### src/rtl/spi_slave_resp.sv
// SPI slave responder: synchronized SCLK/SS/MOSI, one TX holding register.
// Optional macro SPI_SLAVE_RESP_LSB_FIRST_EN selects LSB-first bit order.
module spi_slave_resp #(
   parameter int WIDTH = 8,
   parameter int CPOL  = 0,
   parameter int CPHA  = 0
) (
   input  logic             wb_clk_i,
   input  logic             wb_rst_n_i,
   input  logic             sclk_i,
   input  logic             ss_n_i,
   input  logic             mosi_i,
   output logic             miso_o,
   output logic             miso_oe_o,
   input  logic [WIDTH-1:0] tx_data_i,
   input  logic             tx_valid_i,
   output logic             tx_ready_o,
   output logic [WIDTH-1:0] rx_data_o,
   output logic             rx_valid_o,
   output logic             tx_undr_o
);

   localparam int CW = (WIDTH > 1) ? $clog2(WIDTH) : 1;
   localparam logic [CW-1:0] LAST = CW'(WIDTH - 1);
   localparam logic IDLE_LVL = (CPOL != 0);
   localparam logic PHA1 = (CPHA != 0);
`ifdef SPI_SLAVE_RESP_LSB_FIRST_EN
   localparam int TOP = 0;
`else
   localparam int TOP = WIDTH - 1;
`endif

   typedef enum logic {IDLE, ACTIVE} state_t;

   state_t state_q, state_d;

   logic sclk_s1, sclk_s2, sclk_d;
   logic ss_s1, ss_s2, ss_d;
   logic mosi_s1, mosi_s2;
   logic live_q, armed_q;

   logic [WIDTH-1:0] hold_q;
   logic             full_q;
   logic [WIDTH-1:0] tx_sh;
   logic [WIDTH-1:0] rx_sh;
   logic [WIDTH-1:0] rx_next;
   logic [WIDTH-1:0] load_w;
   logic [CW-1:0]    cnt_q;

   logic sclk_rise, sclk_fall, lead, trail;
   logic ss_fall, ss_rise;
   logic samp_e, out_e;
   logic start, abort, run;
   logic do_samp, do_out, last, wstart, hs;

   function automatic logic [WIDTH-1:0] shift_tx(
      input logic [WIDTH-1:0] v
   );
`ifdef SPI_SLAVE_RESP_LSB_FIRST_EN
      return {1'b1, v[WIDTH-1:1]};
`else
      return {v[WIDTH-2:0], 1'b1};
`endif
   endfunction

   assign sclk_rise = sclk_s2 & ~sclk_d;
   assign sclk_fall = ~sclk_s2 & sclk_d;
   assign lead      = IDLE_LVL ? sclk_fall : sclk_rise;
   assign trail     = IDLE_LVL ? sclk_rise : sclk_fall;
   assign ss_fall   = ~ss_s2 & ss_d;
   assign ss_rise   = ss_s2 & ~ss_d;
   assign samp_e    = PHA1 ? trail : lead;
   assign out_e     = PHA1 ? lead : trail;

   assign hs         = tx_valid_i & tx_ready_o;
   assign tx_ready_o = ~full_q;
   assign miso_oe_o  = (state_q == ACTIVE);
   assign load_w     = full_q ? hold_q : '1;

   // Input synchronizers, edge-detect delay and post-reset arming.
   always_ff @(posedge wb_clk_i) begin
      if (!wb_rst_n_i) begin
         sclk_s1 <= IDLE_LVL;
         sclk_s2 <= IDLE_LVL;
         sclk_d  <= IDLE_LVL;
         ss_s1   <= 1'b1;
         ss_s2   <= 1'b1;
         ss_d    <= 1'b1;
         mosi_s1 <= 1'b0;
         mosi_s2 <= 1'b0;
         live_q  <= 1'b0;
         armed_q <= 1'b0;
      end else begin
         sclk_s1 <= sclk_i;
         sclk_s2 <= sclk_s1;
         sclk_d  <= sclk_s2;
         ss_s1   <= ss_n_i;
         ss_s2   <= ss_s1;
         ss_d    <= ss_s2;
         mosi_s1 <= mosi_i;
         mosi_s2 <= mosi_s1;
         live_q  <= 1'b1;
         if (live_q && ss_s1)
            armed_q <= 1'b1;
      end
   end

   // Next state and per-cycle word control.
   always_comb begin
      state_d = state_q;
      start   = 1'b0;
      abort   = 1'b0;
      run     = 1'b0;
      unique case (state_q)
         IDLE: begin
            if (ss_fall && armed_q) begin
               state_d = ACTIVE;
               start   = 1'b1;
            end
         end
         ACTIVE: begin
            if (ss_rise) begin
               state_d = IDLE;
               abort   = 1'b1;
            end else begin
               run = 1'b1;
            end
         end
         default: state_d = IDLE;
      endcase
      do_samp = run & samp_e;
      last    = do_samp & (cnt_q == LAST);
      wstart  = start | last;
      do_out  = run & out_e & (PHA1 | (cnt_q != '0));
   end

   // Assemble the incoming word in arrival order.
   always_comb begin
`ifdef SPI_SLAVE_RESP_LSB_FIRST_EN
      rx_next = {mosi_s2, rx_sh[WIDTH-1:1]};
`else
      rx_next = {rx_sh[WIDTH-2:0], mosi_s2};
`endif
   end

   // State, holding register, shifters, counter and output pulses.
   always_ff @(posedge wb_clk_i) begin
      if (!wb_rst_n_i) begin
         state_q    <= IDLE;
         hold_q     <= '0;
         full_q     <= 1'b0;
         tx_sh      <= '1;
         rx_sh      <= '0;
         cnt_q      <= '0;
         miso_o     <= 1'b1;
         rx_data_o  <= '0;
         rx_valid_o <= 1'b0;
         tx_undr_o  <= 1'b0;
      end else begin
         state_q <= state_d;
         if (hs)
            hold_q <= tx_data_i;
         if (hs)
            full_q <= 1'b1;
         else if (wstart)
            full_q <= 1'b0;
         tx_undr_o <= wstart & ~full_q;
         if (wstart) begin
            if (PHA1) begin
               tx_sh <= load_w;
            end else begin
               miso_o <= load_w[TOP];
               tx_sh  <= shift_tx(load_w);
            end
         end else if (do_out) begin
            miso_o <= tx_sh[TOP];
            tx_sh  <= shift_tx(tx_sh);
         end
         if (abort)
            cnt_q <= '0;
         else if (do_samp)
            cnt_q <= last ? '0 : cnt_q + CW'(1);
         if (do_samp)
            rx_sh <= rx_next;
         rx_valid_o <= last;
         if (last)
            rx_data_o <= rx_next;
      end
   end

endmodule

### config.mk
export PLATFORM = sky130hd
export DESIGN_NAME = spi_slave_resp
export DESIGN_NICKNAME = d
export VERILOG_FILES = /design/src/rtl/spi_slave_resp.sv
export SDC_FILE = /design/constraint.sdc
export NUM_CORES = 1
export LEC_CHECK = 0
export CORE_MARGIN = 2
export CORE_UTILIZATION = 47
export CTS_CLUSTER_DIAMETER = 150
export CTS_CLUSTER_SIZE = 14
export DETAILED_ROUTE_END_ITERATION = 16
export PLACE_DENSITY = 0.74
export SYNTH_ARGS = -nofsm -noshare
export SYNTH_HDL_FRONTEND = slang
export SYNTH_SLANG_ARGS = --single-unit
### constraint.sdc
create_clock -name wb_clk_i -period 1.9 [get_ports wb_clk_i]
set_input_delay 0.19 -clock wb_clk_i [delete_from_list [all_inputs] [get_ports wb_clk_i]]
set_output_delay 0.19 -clock wb_clk_i [all_outputs]
set_load 0.02 [all_outputs]
==> run metrics <==
Critical Path Start=miso_oe_o$_SDFF_PN0_; Detailed Route Iter0 Violations=38; final wirelength=3250 um; final setup violation count=0; Cells on Worst Hold Path=1; layout overhead on the synthesized area=21.2%; Pre-antenna DRT Iters=4; slew margin rel.=0.651; TNS Setup=0 ps; Slowest Stage Delay on Critical Path=670 ps; Global Route Usage Sum=0.175; Crit Path Max Fanout=7; Hold Fails Final Rpt=0; antenna violations before repair=0; Critical Path AT=1460 ps; Flop pwr share=0.570; HPWL Detailed=2420 um; final-report max-slew violation count=0; critical path type=reg2out; Initial Utilization=0.499; sequential area share after synthesis=0.515; shortest period the worst path allows=1650 ps; Leakage=0.940 nW; Hold Crit Start=mosi_s1$_SDFF_PN0_; number of buffers created by CTS=5; largest net degree at the start of global routing=28; DRT met1 WL=1510 um; synthesized area per cell=10.1 sq um; Rows=22; Final #Nets=229; vias in the first global route=1310; CTS root buf=clkbuf_8; Peak VDD IR=441 uV; Resized cells post-CTS=0; DRC Markers=0; n_diodes=0; clk_skew=5.74 ps; Routed met3 length=137 um; CP bufs+invs=1; GP Congestion=0.756; slowest stage cell, crit path=clkdlybuf4s50_1; Die Footprint=4490 sq um; synthesis-stage register bit count=48; Critical Path RT=1710 ps; clock power share=0.373; Yosys warnings=0; H-Tree Depth=2; Clock Pin Slew Worst Setup and Hold Paths=80 ps; clock latency on the worst-skew pair=300 ps; Synth Cell Area=1870 sq um; Synth cell types=33; P_sw=0.000370 W; grt total ovfl=0; share of cells above drive strength 1=0.0758; CTS max path bufs=2; Final period util=0.867; ANT nets after route=0; pwr/cell area=811 nW/um^2; Core Area=3740 sq um; reg2reg start=cnt_q[0]$_SDFFE_PP0P_; routed vias=1291; global-route wire length before repair=5830 um; cts hold-fix bufs=0; CTS tree=done; clk sinks=48; Min Hold Slack=441 ps; startpoint types=register; die height=67.0 um; RSZ-0062 raised after global routing=no; Wirelength per Cell=12.5 um; Syn Nets=202; length in cells of the worst reg-to-reg path=5; worst-margin pin slew=522 ps; HP Class=reg2reg; combinational power share=0.057; Max-Cap Viols=0; Synth Instances=185; crit end category=primary output; status=complete, no violations; met2 WL=1540 um; Die Wd=67.0 um; highest routed layer=met4; postcts setup bufs=0; sw frac=0.202; fmax=607 MHz; cell family with most CP delay=buffers and inverters; IO Port Bufs=26; Crit. path cell count=1; IO Count=27; routed vias/inst=4.98; worst-path cell chain=clkdlybuf4s50_1; cell internal pwr=0.00147 W
## placed cells by master, fill, tap and decap left out, drive strengths merged, types with 5 or more instances in the layout
cell type	n
a21boi	17
a2bb2oi	7
and2	7
clkbuf	5
clkdlybuf4s50	26
dfxtp	48
inv	5
mux2i	15
nand2	35
nor2b	11
o21ai	5
## sequential cells by signal (all words and copies together) (netlist names), 3 cells and up
register and flops:
cnt_q 3, hold_q 8, rx_data_o 8, rx_sh 7
tx_sh 7
## per-stage QoR
step | instance area [sq um] | power [W] | setup slack [ps] | util | std cells
5_1_grt | 2260 | 0.00192 | 187 | 0.605 | 259
4_1_cts | 2260 | 0.00186 | 234 | 0.605 | 259
3_5_place_dp | 2160 | 0.00118 | 299 | 0.578 | 253
3_3_place_gp | 2160 | 0.00117 | 364 | 0.578 | 253
6_report | 2260 | 0.00184 | 253 | 0.605 | 259
2_1_floorplan | 1870 | 0.00113 | 540 | - | 185
## cell type report
class	instances	area, sq um
timing repair buffer	29	283
inverter	5	18.8
fill	332	1480
clock inverter	1	30.0
clock buffer	5	68.8
sequential	48	961
multi-input combinational	123	842
tap	48	60.1
## power groups by stage
stage                     registers [W]  logic [W]  clock network [W]
after floorplan                 0.00107  0.0000620                  0
after global routing            0.00105   0.000118           0.000749
after global placement          0.00107   0.000102                  0
after CTS                       0.00105   0.000107           0.000705
final                           0.00105   0.000105           0.000685
after detailed placement        0.00107   0.000106                  0
## per-layer routing
metal | track usage | vias up
li1 | - | 675
met2 | 0.286 | 17
met5 | 0 | -
met4 | 0.0663 | 0
met3 | 0.0591 | 6
met1 | 0.210 | 593
## kinds of logic (layout without fill, tap and decap cells)
kind of cell / count (synthesis) / in the layout / share of synthesized area
compound gates: 35 / 35 / 0.152
fa+ha+maj: 3 / 3 / 0.0201
buf+inv: 14 / 40 / 0.0342
flops: 48 / 48 / 0.515
mux: 15 / 15 / 0.0804
simple gates: 70 / 70 / 0.198
## path summary, 6_finish.rpt
| path | endpoint | slack (ps) |
|---|---|---|
| max | miso_oe_o | 250 |
| min | mosi_s2$_SDFF_PN0_ | 440 |
| max reg2reg | tx_sh[6]$_SDFFE_PN1P_ | 340 |
| min reg2reg | mosi_s2$_SDFF_PN0_ | 440 |
## Yosys cell counts
cell       number  area, sq um
and2_1          7         43.8
or3b_1          1         8.76
a2bb2oi_1       7         61.3
and3_1          1         6.26
ha_1            3         37.5
and4_4          1         11.3
nand2b_4        1         13.8
o211ai_4        1         21.3
a21oi_1         3         15.0
and2b_1         1         7.51
mux2i_1        15          150
nor2b_1        11         68.8
nand2b_1        3         18.8
inv_1           4         15.0
nor4b_1         1         8.76
a211oi_1        1         7.51
or3_1           1         6.26
a21boi_0        9         67.6
o21ai_0         3         15.0
a21boi_1        8         60.1
and3_4          1         11.3
nand3_1         2         10.0
nand3_2         1         10.0
buf_2           3         15.0
o2111ai_4       1         26.3
nand2_1        35          131
dfxtp_1        48          961
buf_4           2         15.0
nor2_1          2         7.51
o21ai_1         2         10.0
nand4_1         1         6.26
inv_2           1         3.75
clkbuf_1        4         15.0
No activity file was read; power rests on OpenSTA's default activity.
